### src/rtl/divider_repsub.sv
`default_nettype none
// ============================================================================
// Module      : divider_repsub
// Description : 16-bit by 8-bit unsigned divider using repeated subtraction.
//               The divider takes one cycle per quotient unit plus one
//               terminating cycle. A zero divisor takes a single-cycle DZ path
//               that flags the condition.
// Revision    : 1.0 - initial release
// ============================================================================
module divider_repsub (
    input  logic        clock,
    input  logic        reset,
    input  logic        start,
    input  logic [15:0] a_in,
    input  logic [7:0]  b_in,
    output logic        ready,
    output logic [15:0] q,
    output logic [7:0]  rem,
    output logic        div_by_zero
);

    typedef enum logic [1:0] {
        S_IDLE = 2'd0,
        S_DZ   = 2'd1,
        S_OP   = 2'd2
    } state_t;

    state_t      state_q, state_d;
    logic [15:0] w_q,     w_d;      // working remainder
    logic [7:0]  dvs_q,   dvs_d;    // captured divisor
    logic [15:0] quo_q,   quo_d;    // quotient accumulator
    logic        dz_q,    dz_d;     // divide-by-zero flag

    logic [15:0] dvs_ext;
    logic        w_ge_d;
    logic [15:0] w_minus_d;

    // Full 16-bit compare and subtract against the zero-extended divisor
    assign dvs_ext   = {8'h00, dvs_q};
    assign w_ge_d    = (w_q >= dvs_ext);
    assign w_minus_d = w_q - dvs_ext;

    // Next-state and datapath selection; every register holds unless updated
    always_comb begin
        state_d = state_q;
        w_d     = w_q;
        dvs_d   = dvs_q;
        quo_d   = quo_q;
        dz_d    = dz_q;
        case (state_q)
            S_IDLE: begin
                if (start) begin
                    dvs_d   = b_in;
                    w_d     = a_in;
                    quo_d   = 16'h0000;
                    dz_d    = 1'b0;
                    state_d = (b_in == 8'h00) ? S_DZ : S_OP;
                end
            end
            S_OP: begin
                if (w_ge_d) begin
                    w_d   = w_minus_d;
                    quo_d = quo_q + 16'h0001;
                end else begin
                    state_d = S_IDLE;
                end
            end
            S_DZ: begin
                // The captured dividend's low byte becomes the reported remainder
                quo_d   = 16'hFFFF;
                w_d     = {8'h00, w_q[7:0]};
                dz_d    = 1'b1;
                state_d = S_IDLE;
            end
            default: begin
                state_d = S_IDLE;
            end
        endcase
    end

    // State and data registers with asynchronous clear
    always_ff @(posedge clock or posedge reset) begin
        if (reset) begin
            state_q <= S_IDLE;
            w_q     <= 16'h0000;
            dvs_q   <= 8'h00;
            quo_q   <= 16'h0000;
            dz_q    <= 1'b0;
        end else begin
            state_q <= state_d;
            w_q     <= w_d;
            dvs_q   <= dvs_d;
            quo_q   <= quo_d;
            dz_q    <= dz_d;
        end
    end

    // Outputs come straight from registers
    assign ready       = (state_q == S_IDLE);
    assign q           = quo_q;
    assign rem         = w_q[7:0];
    assign div_by_zero = dz_q;

endmodule
`default_nettype wire

### config.mk
export PLATFORM = sky130hd
export DESIGN_NAME = divider_repsub
export DESIGN_NICKNAME = d
export VERILOG_FILES = /design/src/rtl/divider_repsub.sv
export SDC_FILE = /design/constraint.sdc
export NUM_CORES = 1
export LEC_CHECK = 0
export ABC_AREA = 1
export CORE_ASPECT_RATIO = 1.25
export CORE_MARGIN = 8
export CORE_UTILIZATION = 50
export DETAILED_ROUTE_END_ITERATION = 10
export GPL_TIMING_DRIVEN = 0
export PLACE_DENSITY = 0.72
export SKIP_LAST_GASP = 1
export SYNTH_ARGS = -nofsm -noshare
export SYNTH_HDL_FRONTEND = slang
export SYNTH_SLANG_ARGS = --single-unit
### constraint.sdc
create_clock -name clock -period 2.9 [get_ports clock]
set_clock_uncertainty 0.15 [all_clocks]
set_input_delay 0.58 -clock clock [delete_from_list [all_inputs] [get_ports clock]]
set_output_delay 0.58 -clock clock [all_outputs]
set_load 0.005 [all_outputs]
======== Word-level counts from Yosys, hierarchy flattened ========
Index checks and enable logic that the tools add are counted.
storage, ports and cells
  output and inout port bits .............. 26
  input bits .............................. 27
  logic and storage cells ................. 37
  register bits after elaboration ......... 43
cells by class
  equal/unequal tests ..................... 5
  reductions and logical operators ........ 10
  bitwise logic cells ..................... 1
  multiplexer cells ....................... 12
  $lt $le $gt $ge ......................... 1
  add/subtract/negate cells ............... 2
operators by type and width
  cell                                                 count
  case mux 16 bit (3 select lines)                     2
  2-to-1 mux 16 bit                                    4
  adder 16 x 1 -> 16 bit, second input constant        1
  >= comparator 16 x 8 -> 1 bit                        1
  subtractor 16 x 8 -> 16 bit                          1
  zero test 8 bit                                      1
  2-to-1 mux 2 bit                                     3
  inequality test 2 bit, second input constant         3
  AND reduction 2 bit                                  3
  case mux 2 bit (2 select lines)                      1
  AND reduction 4 bit                                  1
  nonzero test 2 bit                                   2
  AND reduction 3 bit                                  1
  nonzero test 3 bit                                   1
  equality test 2 x 1 -> 1 bit, second input constant  1
  equality test 2 bit, second input constant           1
  zero test 2 bit                                      1
  case mux 1 bit (2 select lines)                      1
  2-to-1 mux 1 bit                                     1
  inverter 1 bit                                       1

======== Longest topological paths before layout ========
Gate-level depths: netlist of the first run.
  depth in word-level cells ............... 4
  depth in mapped cells ................... 14
  mapped depth without buffers ............ 14

======== Worst setup path before layout of the first run ========
No wires, ideal clock.
  path kind ............................... reg2reg
  start point ............................. register w_q[0]
  end point ............................... register quo_q[9], in the netlist q[9]
  library setup time ...................... 128 ps
  cell stages (with the launch flop) ...... 13
  period minus slack after synthesis ...... 2110 ps
  data required time ...................... 2622 ps
  path slack .............................. 790 ps
  buffers on the path ..................... 1
  data arrival time ....................... 1831 ps
  cells stage by stage .................... dfrtp_1 > inv_1 > ha_1 > fa_1 > inv_1 > nand3_1 > nand3_1 > nand3_2 > nand4_4 > nand3_4 > buf_6 > nand2_1 > o21ai_0
between the ends
  longest elaborated chain between the ends .. 3
RTL lines
  what                             line  source
  start: declaration               29    logic [15:0] w_q, w_d;
  start signal: assignment         91    w_q <= w_d;
  >= comparator 16 x 8 -> 1 bit    40    assign w_ge_d = (w_q >= dvs_ext);
  inequality test 2 bit (no line)  n/a
  AND reduction 3 bit (no line)    n/a
  end signal: assignment           93    quo_q <= quo_d;
  end: declaration                 31    logic [15:0] quo_q, quo_d;
No other way between the ends.
A chain may end at the register's enable or synchronous reset.

======== Final worst setup path of the first run ========
  start point ............................. register w_q[0]
  end point ............................... register w_q[7]
between the ends
  longest elaborated chain between the ends .. 3
  elaborated cells between the ends (all ways) .. 6
  those cells by class .................... add/sub (1); order compare (1); eq/ne (1); mux (2); reduce/logical (1)
RTL lines
  what                                                                                 line
  subtractor 16 x 8 -> 16 bit / >= comparator 16 x 8 -> 1 bit (equally long branches)  41, 40
  2-to-1 mux 16 bit / inequality test 2 bit (equally long branches)                    n/a
  case mux 16 bit (3 select lines) / AND reduction 4 bit (equally long branches)       n/a
Several ways; a longest one is shown, not always the timed one. The select of a mux whose other input is x is not followed.

==> metrics.md, run 1 <==
| Metric | Value |
|---|---|
| Status | completed |
| Crit-path slowest cell | dfrtp_1 |
| Post-synthesis simple-gate area fraction | 36.9% |
| DR iter-0 viols | 131 |
| GRT Resource Usage Total | 19.3% |
| Flops & latches, synth | 43 |
| # rows | 32 |
| Post-route insts no fill | 628 |
| Largest net degree at the start of global routing | 35 |
| Final WL | 8450 µm |
| Highest routed layer | met4 |
| Die Height | 106 µm |
| Worst path top cell family by delay | simple AND/OR/NAND/NOR gates |
| Antenna cell count | 0 |
| Largest family of logic cells by synthesized area | simple AND/OR/NAND/NOR gates |
| Critical Path Fanout Max | 10 |
| Post-synth EDFFs | 0 |
| Synthesized instance count | 482 |
| Critical path cell sequence | inv_1, ha_1, fa_1, inv_1, nand3_1, nand3_1, nand3_2, nand4_4, nand3_2, buf_6, nand2_1, o21ai_0 |
| CTS max path bufs | 2 |
| YS warnings | 0 |
| Root Buffer | clkbuf_8 |
| First-pass GRT wire length | 14300 µm |
| HP Class | reg -> reg |
| Synth Net Count | 522 |
| Share of layout cells above drive strength 1 | 8.84% |
| Final hold vios | 0 |
| Sequential share of the synthesized area | 33.5% |
| Max-cap viol count | 0 |
| Crit path launch | w_q[0] |
| Unrepaired setup endpoints after global routing | false |
| Post-CTS sizing | 0 |
| Worst setup path class | reg -> reg |
| Pwr per Cell Area | 914 nW/µm² |
| Slew headroom | 65.4% |
| I/O pins | 53 |
| Final instance area | 4000 µm² |
| Routed wl met3 | 330 µm |
| Initial antenna violation count | 0 |
| Setup TNS | 0 ps |
| Die X | 87.7 µm |
| RR Endpoint | w_q[7] |
| Min-Delay Startpoint | dvs_q[4] |
| Fmax | 413 MHz |
| Placed Cells | 620 |
| Mux contribution to synthesized area | 0.351% |
| Post-synthesis compound-gate area fraction | 11.6% |
| CTS Hold Buffers Added | 0 |
| Leak Pwr | 2.00 nW |
| Setup violators final | 0 |
| Library cells used by synthesis | 35 |
| Setup bufs post-CTS | 0 |
| Gpl congestion | 0.950 |
| DRC violations left | 0 |
| Layout area overhead | 24.4% |
| Worst EP arrival | 2460 ps |
| Syn_area_per_cell | 6.66 µm² |
| Initial Util | 51.8% |
| Wl on met1 | 3480 µm |
| Hold Path Depth | 2 |
| R2r setup slk | 480 ps |
| CP Launch Type | flip-flop |
| Synthesized area | 3210 µm² |
| Synthesized-area fraction occupied by adder cells | 5.30% |
| ANT nets after route | 0 |
| Req. time, crit path | 2940 ps |
| Slew Limit Fails | 0 |
| CTS buffer count | 5 |
| Vias in the first global route | 3188 |
| Place WS | 515 ps |
| Sink Count | 43 |
| CTS tree | done |
| Async set or reset register ratio after synthesis | 100% |
| Routed len/inst | 13.5 µm |
| Fin crit period | 2420 ps |
| Multi-input logic area | 1740 µm² |
| Post-synthesis xor/xnor area fraction | 0% |
| FF/Latch Area | 1080 µm² |
| Via Count | 3159 |
| Dpl hpwl | 6570 µm |
| R2r worst-path depth | 12 |
| Crit end category | flip-flop |
| Min-Delay Endpoint | dvs_q[4] |
| Core ar. | 6210 µm² |
| Crit share post-route | 83.6% |
| DR WL met2 | 4450 µm |
| Cell area after placement | 3860 µm² |
| Top_reg_cell synth | dfrtp_1 |
| Die ar. | 9260 µm² |
| Clock Latency Late Sink | 310 ps |
| Final nets | 582 |
| Fill cell count | 589 |
| Peak supply drop | 414 µV |
| Buf/Inv on CP | 3 |
| Routed vias/inst | 5.03 |
| Reg-to-reg startpoint | w_q[0] |
| Congestion Overflow GR | 0 |
| H-tree level count | 2 |
| PortBufs | 52 |
| Final worst setup slack | 477 ps |
| Slowest cell delay on critical path | 380 ps |
| Worst-margin pin slew | 519 ps |
| Router iterations before antenna repair | 4 |
| Final core utilization | 64.4% |
| Worst-path clk slew | 90 ps |
==> per-layer routing <==
layer / global-route usage, % / vias to the layer above
li1: - / 1641
met1: 20.4 / 1443
met2: 36.1 / 59
met3: 3.50 / 16
met4: 7.89 / 0
met5: 0 / -
==> synth_stat cells (all sizes together) (2+ instances only) <==
cell type	number	area (µm²)
nand4	9	71.3
a21oi	20	100
a31oi	4	25.0
buf	16	134
o21ai	34	200
clkinv	2	7.51
ha	12	150
nor2	39	164
inv	64	240
or2	2	12.5
dfrtp	43	1080
nand3	39	218
nand2	178	673
nor3	5	25.0
clkbuf	4	15.0
o21bai	2	15.0
nand3b	2	15.0
==> cells in the final DEF, fill, tap and decap left out, drive strengths merged, types with 2 or more instances in the layout <==
cell type      instances
nand3                 39
nand3b                 2
bufinv                 2
inv                   64
o21bai                 2
buf                   17
clkinv                 2
or2                    2
clkbuf                 9
clkdlybuf4s50         52
nand2                178
a21oi                 20
dfrtp                 43
nor3                   5
nand4                  9
a31oi                  4
ha                    12
o21ai                 34
nor2                  39
==> state kept, by name, summed over array words and instances, names as in the netlist <==
signal	cells
q	16
w_q	16
dvs_q	8
state_q	2
div_by_zero	1
==> power by group <==
group	switching, mW	total (mW)	internal (mW)
registers	0.155	0.928	0.773
logic	1.31	2.16	0.847
clock network	0.224	0.568	0.344
total	1.69	3.65	1.96
==> worst register-to-register path, cell delays in order (launching register included) <==
cell and delay, ps:
dfrtp_1 380, inv_1 50, ha_1 220, fa_1 360
inv_1 120, nand3_1 80, nand3_1 160, nand3_2 150
nand4_4 120, nand3_2 180, buf_6 210, nand2_1 50
o21ai_0 70
==> through the flow <==
stage / power (mW) / hold WS, ps
finish: 3.65 / 348
global route: 4.03 / 381
CTS: 3.68 / 351
detailed placement: 3.11 / 329
global placement: 3.04 / 322
floorplan: 2.50 / 303
==> how the worst max path moves through the flow <==
| stage | to | cells after the start |
|---|---|---|
| after global routing | w_q[7] | 12 |
| final | w_q[7] | 12 |
| after CTS | w_q[7] | 12 |
| after global placement | w_q[9] | 2 |
| after detailed placement | w_q[7] | 12 |
| after floorplan | q[9] | 12 |
==> layout make-up <==
class | count | area share (%)
clock buffer | 5 | 1.72
multi-input combinational | 353 | 43.5
sequential | 43 | 26.9
buffer | 20 | 3.73
tap | 85 | 2.66
timing repair buffer | 53 | 13.5
inverter | 66 | 6.20
clock inverter | 3 | 1.69
==> cell families (layout without fill, tap and decap cells) <==
logic type / after synthesis / count (layout)
multiplexers: 1 / 1
buffers and inverters: 86 / 147
flip-flops: 43 / 43
adder cells (fa/ha/maj): 13 / 13
AO/OA/AOI/OAI: 64 / 64
AND/OR/NAND/NOR: 275 / 275
(Power assumes the default switching activity.)
==> run 2: changes to the inputs <==
CORE_UTILIZATION = 49   (was 50)
PLACE_DENSITY = 0.73   (was 0.72)
clock period = 2.15 ns   (was 2.9 ns; I/O delays follow)
==> run 2 against run 1 <==
  * Hold slack got worse by 120 ps
  * Sequential power increased by 37%
  * Clock power increased by 18%
  * Setup slack got worse by 450 ps
  * Routed wire length increased by 6.0%
  * Sequential share of layout area decreased by 1.5 points
  * Largest cell class unchanged
==> metrics.md, run 2 (same netlist as run 1, synthesis figures left out) <==
| Metric | Value |
|---|---|
| ANT nets after route | 0 (unchanged) |
| Pwr per Cell Area | 1290 nW/µm² (+42%) |
| Router iterations before antenna repair | 4 (unchanged) |
| Status | completed |
| Req. time, crit path | 2180 ps (-760 ps) |
| Final worst setup slack | 23.3 ps (-454 ps) |
| Vias in the first global route | 3261 (+2.3%) |
| Via Count | 3281 (+3.9%) |
| Antenna cell count | 0 (unchanged) |
| Root Buffer | clkbuf_8 |
| CP Launch Type | flip-flop |
| CTS tree | done |
| First-pass GRT wire length | 14600 µm (+2.0%) |
| Initial Util | 49.9% (-1.9 points) |
| Clock Latency Late Sink | 300 ps (about the same) |
| Slew headroom | 69.7% (+4.4 points) |
| Worst-margin pin slew | 450 ps (-69.5 ps) |
| Fin crit period | 2130 ps (-296 ps) |
| Crit share post-route | 98.9% (+15 points) |
| Place WS | -268 ps (-783 ps) |
| Critical Path Fanout Max | 7 (-3) |
| Unrepaired setup endpoints after global routing | true |
| Die Height | 107 µm (+0.86%) |
| CTS Hold Buffers Added | 0 (unchanged) |
| Setup violators final | 0 (unchanged) |
| Congestion Overflow GR | 0 (unchanged) |
| Core ar. | 6440 µm² (+3.8%) |
| Leak Pwr | 2.07 nW (+3.5%) |
| Gpl congestion | 0.952 (+0.28%) |
| HP Class | in -> async |
| I/O pins | 53 (unchanged) |
| Initial antenna violation count | 0 (unchanged) |
| DRC violations left | 0 (unchanged) |
| Most frequent cells in the layout | nand2_1, inv_1, clkdlybuf4s50_1, dfrtp_1, nor2_1 |
| Final hold vios | 0 (unchanged) |
| Final core utilization | 65.6% (+1.2 points) |
| GRT Resource Usage Total | 19.3% (-0.063 points) |
| Worst-path clk slew | 80 ps (about the same) |
| Die ar. | 9420 µm² (+1.7%) |
| Worst setup path class | reg -> reg |
| Worst EP arrival | 2160 ps (-300 ps) |
| # rows | 33 (+3.1%) |
| Routed len/inst | 14.0 µm (+4.0%) |
| Fmax | 470 MHz (+14%) |
| DR iter-0 viols | 153 (+17%) |
| CTS buffer count | 5 (unchanged) |
| Commonest non-fill, non-tap cell in the layout | nand2_1 |
| Layout area overhead | 31.6% |
| Die X | 88.4 µm (+0.83%) |
| Final WL | 8960 µm (+6.0%) |
| H-tree level count | 2 (unchanged) |
| PortBufs | 52 (unchanged) |
| CTS max path bufs | 2 (unchanged) |
| Sink Count | 43 (unchanged) |
| Routed vias/inst | 5.13 (+1.9%) |
| Share of layout cells above drive strength 1 | 15.0% (+6.2 points) |
| Dpl hpwl | 6600 µm (+0.44%) |
| Largest net degree at the start of global routing | 35 (unchanged) |
| Final nets | 592 (+1.7%) |
| Max-cap viol count | 0 (unchanged) |
| Crit end category | flip-flop |
| Slew Limit Fails | 0 (unchanged) |
| Peak supply drop | 478 µV (+16%) |
[run 2: changes by cell type in the layout (fill, tap and decap cells not counted), moves of 3 or more]
cell | previous run | this run
buf_4 | 9 | 18
ha_1 | 12 | 5
ha_2 | 0 | 3
ha_4 | 0 | 4
inv_1 | 62 | 58
inv_2 | 2 | 5
nand2_1 | 176 | 171
nand2_2 | 2 | 5
nand3_4 | 1 | 4
o21ai_0 | 21 | 18
o21ai_1 | 5 | 8
[run 2: final timing paths]
| kind | depth (start not counted) | start | end | slack, ps |
|---|---|---|---|---|
| worst max-delay path | 12 | w_q[0] | q[14] | 20 |
| worst min-delay path | 2 | reset | q[6] | 220 |
| worst max register to register | 12 | w_q[0] | q[14] | 20 |
| worst min register to register | 2 | dvs_q[4] | dvs_q[4] | 350 |
| max in group asynchronous | 3 | reset | w_q[0] | 1170 |
| min in group clock | 2 | dvs_q[4] | dvs_q[4] | 350 |
[run 2: area by class of cell]
type | instances | area [µm²]
Fill cell | 608 | 2220
Multi-Input combinational cell | 353 | 1870
Sequential cell | 43 | 1080
Timing Repair Buffer | 64 | 643
Inverter | 66 | 256
Buffer | 19 | 151
Tap cell | 87 | 109
Clock buffer | 6 | 82.6
Clock inverter | 2 | 35.0
[run 2: what timing repair did]
item | CTS | global route
gates cloned | 1 | 1
endpoints found under the setup margin | 35 | 34
buffers inserted | 6 | 3
gates resized for setup | 15 | 29
pin swaps | 2 | 3
[run 2: layer usage]
layer / up-vias / track usage (%) / share of wire (%)
li1: 1667 / - / -
met1: 1524 / 20.4 / 39
met2: 70 / 36.5 / 55
met3: 20 / 3.24 / 4.0
met4: 0 / 6.79 / 2.1
met5: - / 0 / 0
[run 2: critical path: stages (launching register included)]
cell	delay, ps
dfrtp_1	360
inv_1	50
ha_2	190
fa_2	330
inv_2	70
nand3_2	80
nand3_4	90
nand3_4	90
nand4_4	100
nand3_4	170
buf_4	200
nand2_1	50
o21ai_0	70
[run 2: metrics by stage]
step | hold WS, ps | setup TNS (ps) | cell area (µm²) | power [mW] | instances
5_1_grt | 252 | -878 | 4230 | 5.96 | 640
2_1_floorplan | 303 | 0 | 3210 | 3.37 | 482
3_3_place_gp | 323 | -22930 | 3840 | 4.09 | 621
3_5_place_dp | 327 | -7270 | 3860 | 4.19 | 622
6_report | 224 | 0 | 4230 | 5.47 | 640
4_1_cts | 227 | 0 | 4100 | 5.15 | 637
[run 2: where the power goes]
| part | internal, mW | switching [mW] |
|---|---|---|
| combinational | 1.51 | 2.01 |
| sequential | 1.04 | 0.227 |
| clock | 0.376 | 0.297 |
| total | 2.93 | 2.54 |
==> run 3: changes to the inputs <==
CORE_MARGIN = 2   (was 8)
==> run 3 against run 2 <==
  * Combinational power increased by 11%
  * Final area increased by 3.7%
  * Routed wire length increased by 3.5%
  * Core utilization increased by 2.4 points
  * Cell count increased by 0.94%
  * Highest routed layer unchanged
==> metrics.md, run 3 (same netlist as run 1, synthesis figures left out) <==
| Metric | Value |
|---|---|
| # rows | 33 (unchanged) |
| Vias in the first global route | 3270 (+0.28%) |
| Routed vias/inst | 5.24 (+2.1%) |
| Power, Total | 5.75 mW (+5.2%) |
| Routed len/inst | 14.4 µm (+2.5%) |
| Req. time, crit path | 2250 ps (+70 ps) |
| Worst EP arrival | 2250 ps (+90 ps) |
| Worst path top cell family by delay | simple AND/OR/NAND/NOR gates |
| Dpl hpwl | 6370 µm (-3.4%) |
| Antenna cell count | 0 (unchanged) |
| Fmax | 467 MHz (-0.71%) |
| Via Count | 3382 (+3.1%) |
| ANT nets after route | 0 (unchanged) |
| Status | completed |
| Leak Pwr | 2.15 nW (+3.9%) |
| Core ar. | 6440 µm² (unchanged) |
| DR iter-0 viols | 168 (+9.8%) |
| Final worst setup slack | 8.06 ps (-15.2 ps) |
| Slew headroom | 72.3% (+2.5 points) |
| Slowest cell delay on critical path | 360 ps (about the same) |
| Worst-margin pin slew | 412 ps (-37.9 ps) |
| Slew Limit Fails | 0 (unchanged) |
| Fin crit period | 2140 ps (+15.2 ps) |
| CTS buffer count | 5 (unchanged) |
| Worst setup path class | reg -> reg |
| Largest net degree at the start of global routing | 35 (unchanged) |
| Critical Path Fanout Max | 5 (-2) |
| Crit share post-route | 99.6% (+0.71 points) |
| Crit-path slowest cell | dfrtp_1 |
| CTS Hold Buffers Added | 0 (unchanged) |
| Gpl congestion | 0.899 (-5.6%) |
| Sink Count | 43 (unchanged) |
| Final WL | 9270 µm (+3.5%) |
| Worst-path clk slew | 90 ps (about the same) |
| DRC violations left | 0 (unchanged) |
| Final hold vios | 0 (unchanged) |
| HP Class | in -> async |
| Die ar. | 7220 µm² (-23%) |
| CP Launch Type | flip-flop |
| Congestion Overflow GR | 0 (unchanged) |
| Unrepaired setup endpoints after global routing | true |
| Peak supply drop | 576 µV (+20%) |
| Pwr per Cell Area | 1310 nW/µm² (+1.4%) |
| Share of layout cells above drive strength 1 | 19.9% (+4.8 points) |
| Placed Cells | 622 (unchanged) |
| I/O pins | 53 (unchanged) |
| Post-route insts no fill | 646 (+0.94%) |
| Most frequent cells in the layout | nand2_1, inv_1, clkdlybuf4s50_1, dfrtp_1, nor2_1 |
| Layout area overhead | 36.5% |
| Clock Latency Late Sink | 310 ps (about the same) |
| Crit end category | flip-flop |
| Final nets | 598 (+1.0%) |
| Root Buffer | clkbuf_8 |
| Setup violators final | 0 (unchanged) |
| Initial Util | 49.9% (unchanged) |
| H-tree level count | 2 (unchanged) |
| Router iterations before antenna repair | 5 (+1) |
| Die X | 76.4 µm (-14%) |
| GRT Resource Usage Total | 25.7% (+6.5 points) |
| Critical path cell sequence | inv_1, ha_2, fa_2, inv_2, nand3_2, nand3_2, nand3_4, nand4_4, nand3_4, inv_4, buf_6, nand2_1, nand2_1 |
| First-pass GRT wire length | 14900 µm (+2.2%) |
| Die Height | 94.5 µm (-11%) |
| PortBufs | 52 (unchanged) |
| Commonest non-fill, non-tap cell in the layout | nand2_1 |
| Place WS | -244 ps (+23.5 ps) |
| Max-cap viol count | 0 (unchanged) |
| CTS tree | done |
| CTS max path bufs | 2 (unchanged) |
| Buf/Inv on CP | 4 (+1) |
| Initial antenna violation count | 0 (unchanged) |
run 3: worst register-to-register path: stages (launching register included):
cell and delay [ps]:
dfrtp_1 360, inv_1 50, ha_2 190, fa_2 330, inv_2 70, nand3_2 60, nand3_2 100, nand3_4 100
nand4_4 120, nand3_4 170, inv_4 130, buf_6 130, nand2_1 60, nand2_1 60
run 3: what timing repair did:
| action | 4_1_cts | 5_1_grt |
|---|---|---|
| setup endpoints to repair | 35 | 31 |
| setup buffers | 5 | 6 |
| cloned | 2 | 4 |
| resized for setup | 22 | 55 |
| pin swaps | 2 | 11 |
| endpoints found under the hold margin | 0 | 0 |
run 3: metrics by stage:
stage	cell area, µm²	hold WS, ps	TNS, ps	util, %
finish	4380	212	0	68.0
global route	4380	241	-1290	68.0
CTS	4080	222	0	63.3
detailed placement	3860	330	-6130	59.9
global placement	3840	326	-23230	59.6
floorplan	3210	303	0	-
run 3: power breakdown:
part           switching [mW]  leakage [nW]  internal, mW  total, mW
clock                   0.311        0.0412         0.228      0.539
sequential              0.247         0.559          1.04       1.29
combinational            2.18          1.55          1.75       3.92
total                    2.73          2.15          3.02       5.75
run 3: path summary, 6_finish.rpt:
check,startpoint,cells after the start,slack (ps),end
worst max-delay path,w_q[0],13,8,q[11]
worst min-delay path,reset,2,210,q[6]
worst max register to register,w_q[0],13,8,q[11]
worst min register to register,dvs_q[4],2,370,dvs_q[4]
max in group asynchronous,reset,3,1170,w_q[10]
min in group clock,dvs_q[4],2,370,dvs_q[4]
run 3: layout make-up:
class	count	area, µm²
repair buffers	69	728
inverters	66	251
flip-flops and latches	43	1080
plain buffers	19	164
well taps	87	109
clock buffers	6	72.6
fillers	580	2060
clock inverters	2	12.5
multi-input cells	354	1970
run 3: layer usage:
metal | vias to the layer above | track usage, % | share of wire [%]
li1 | 1687 | - | -
met1 | 1578 | 29.1 | 39
met2 | 94 | 48.5 | 54
met3 | 23 | 3.44 | 3.7
met4 | 0 | 11.4 | 2.8
met5 | - | 0 | 0
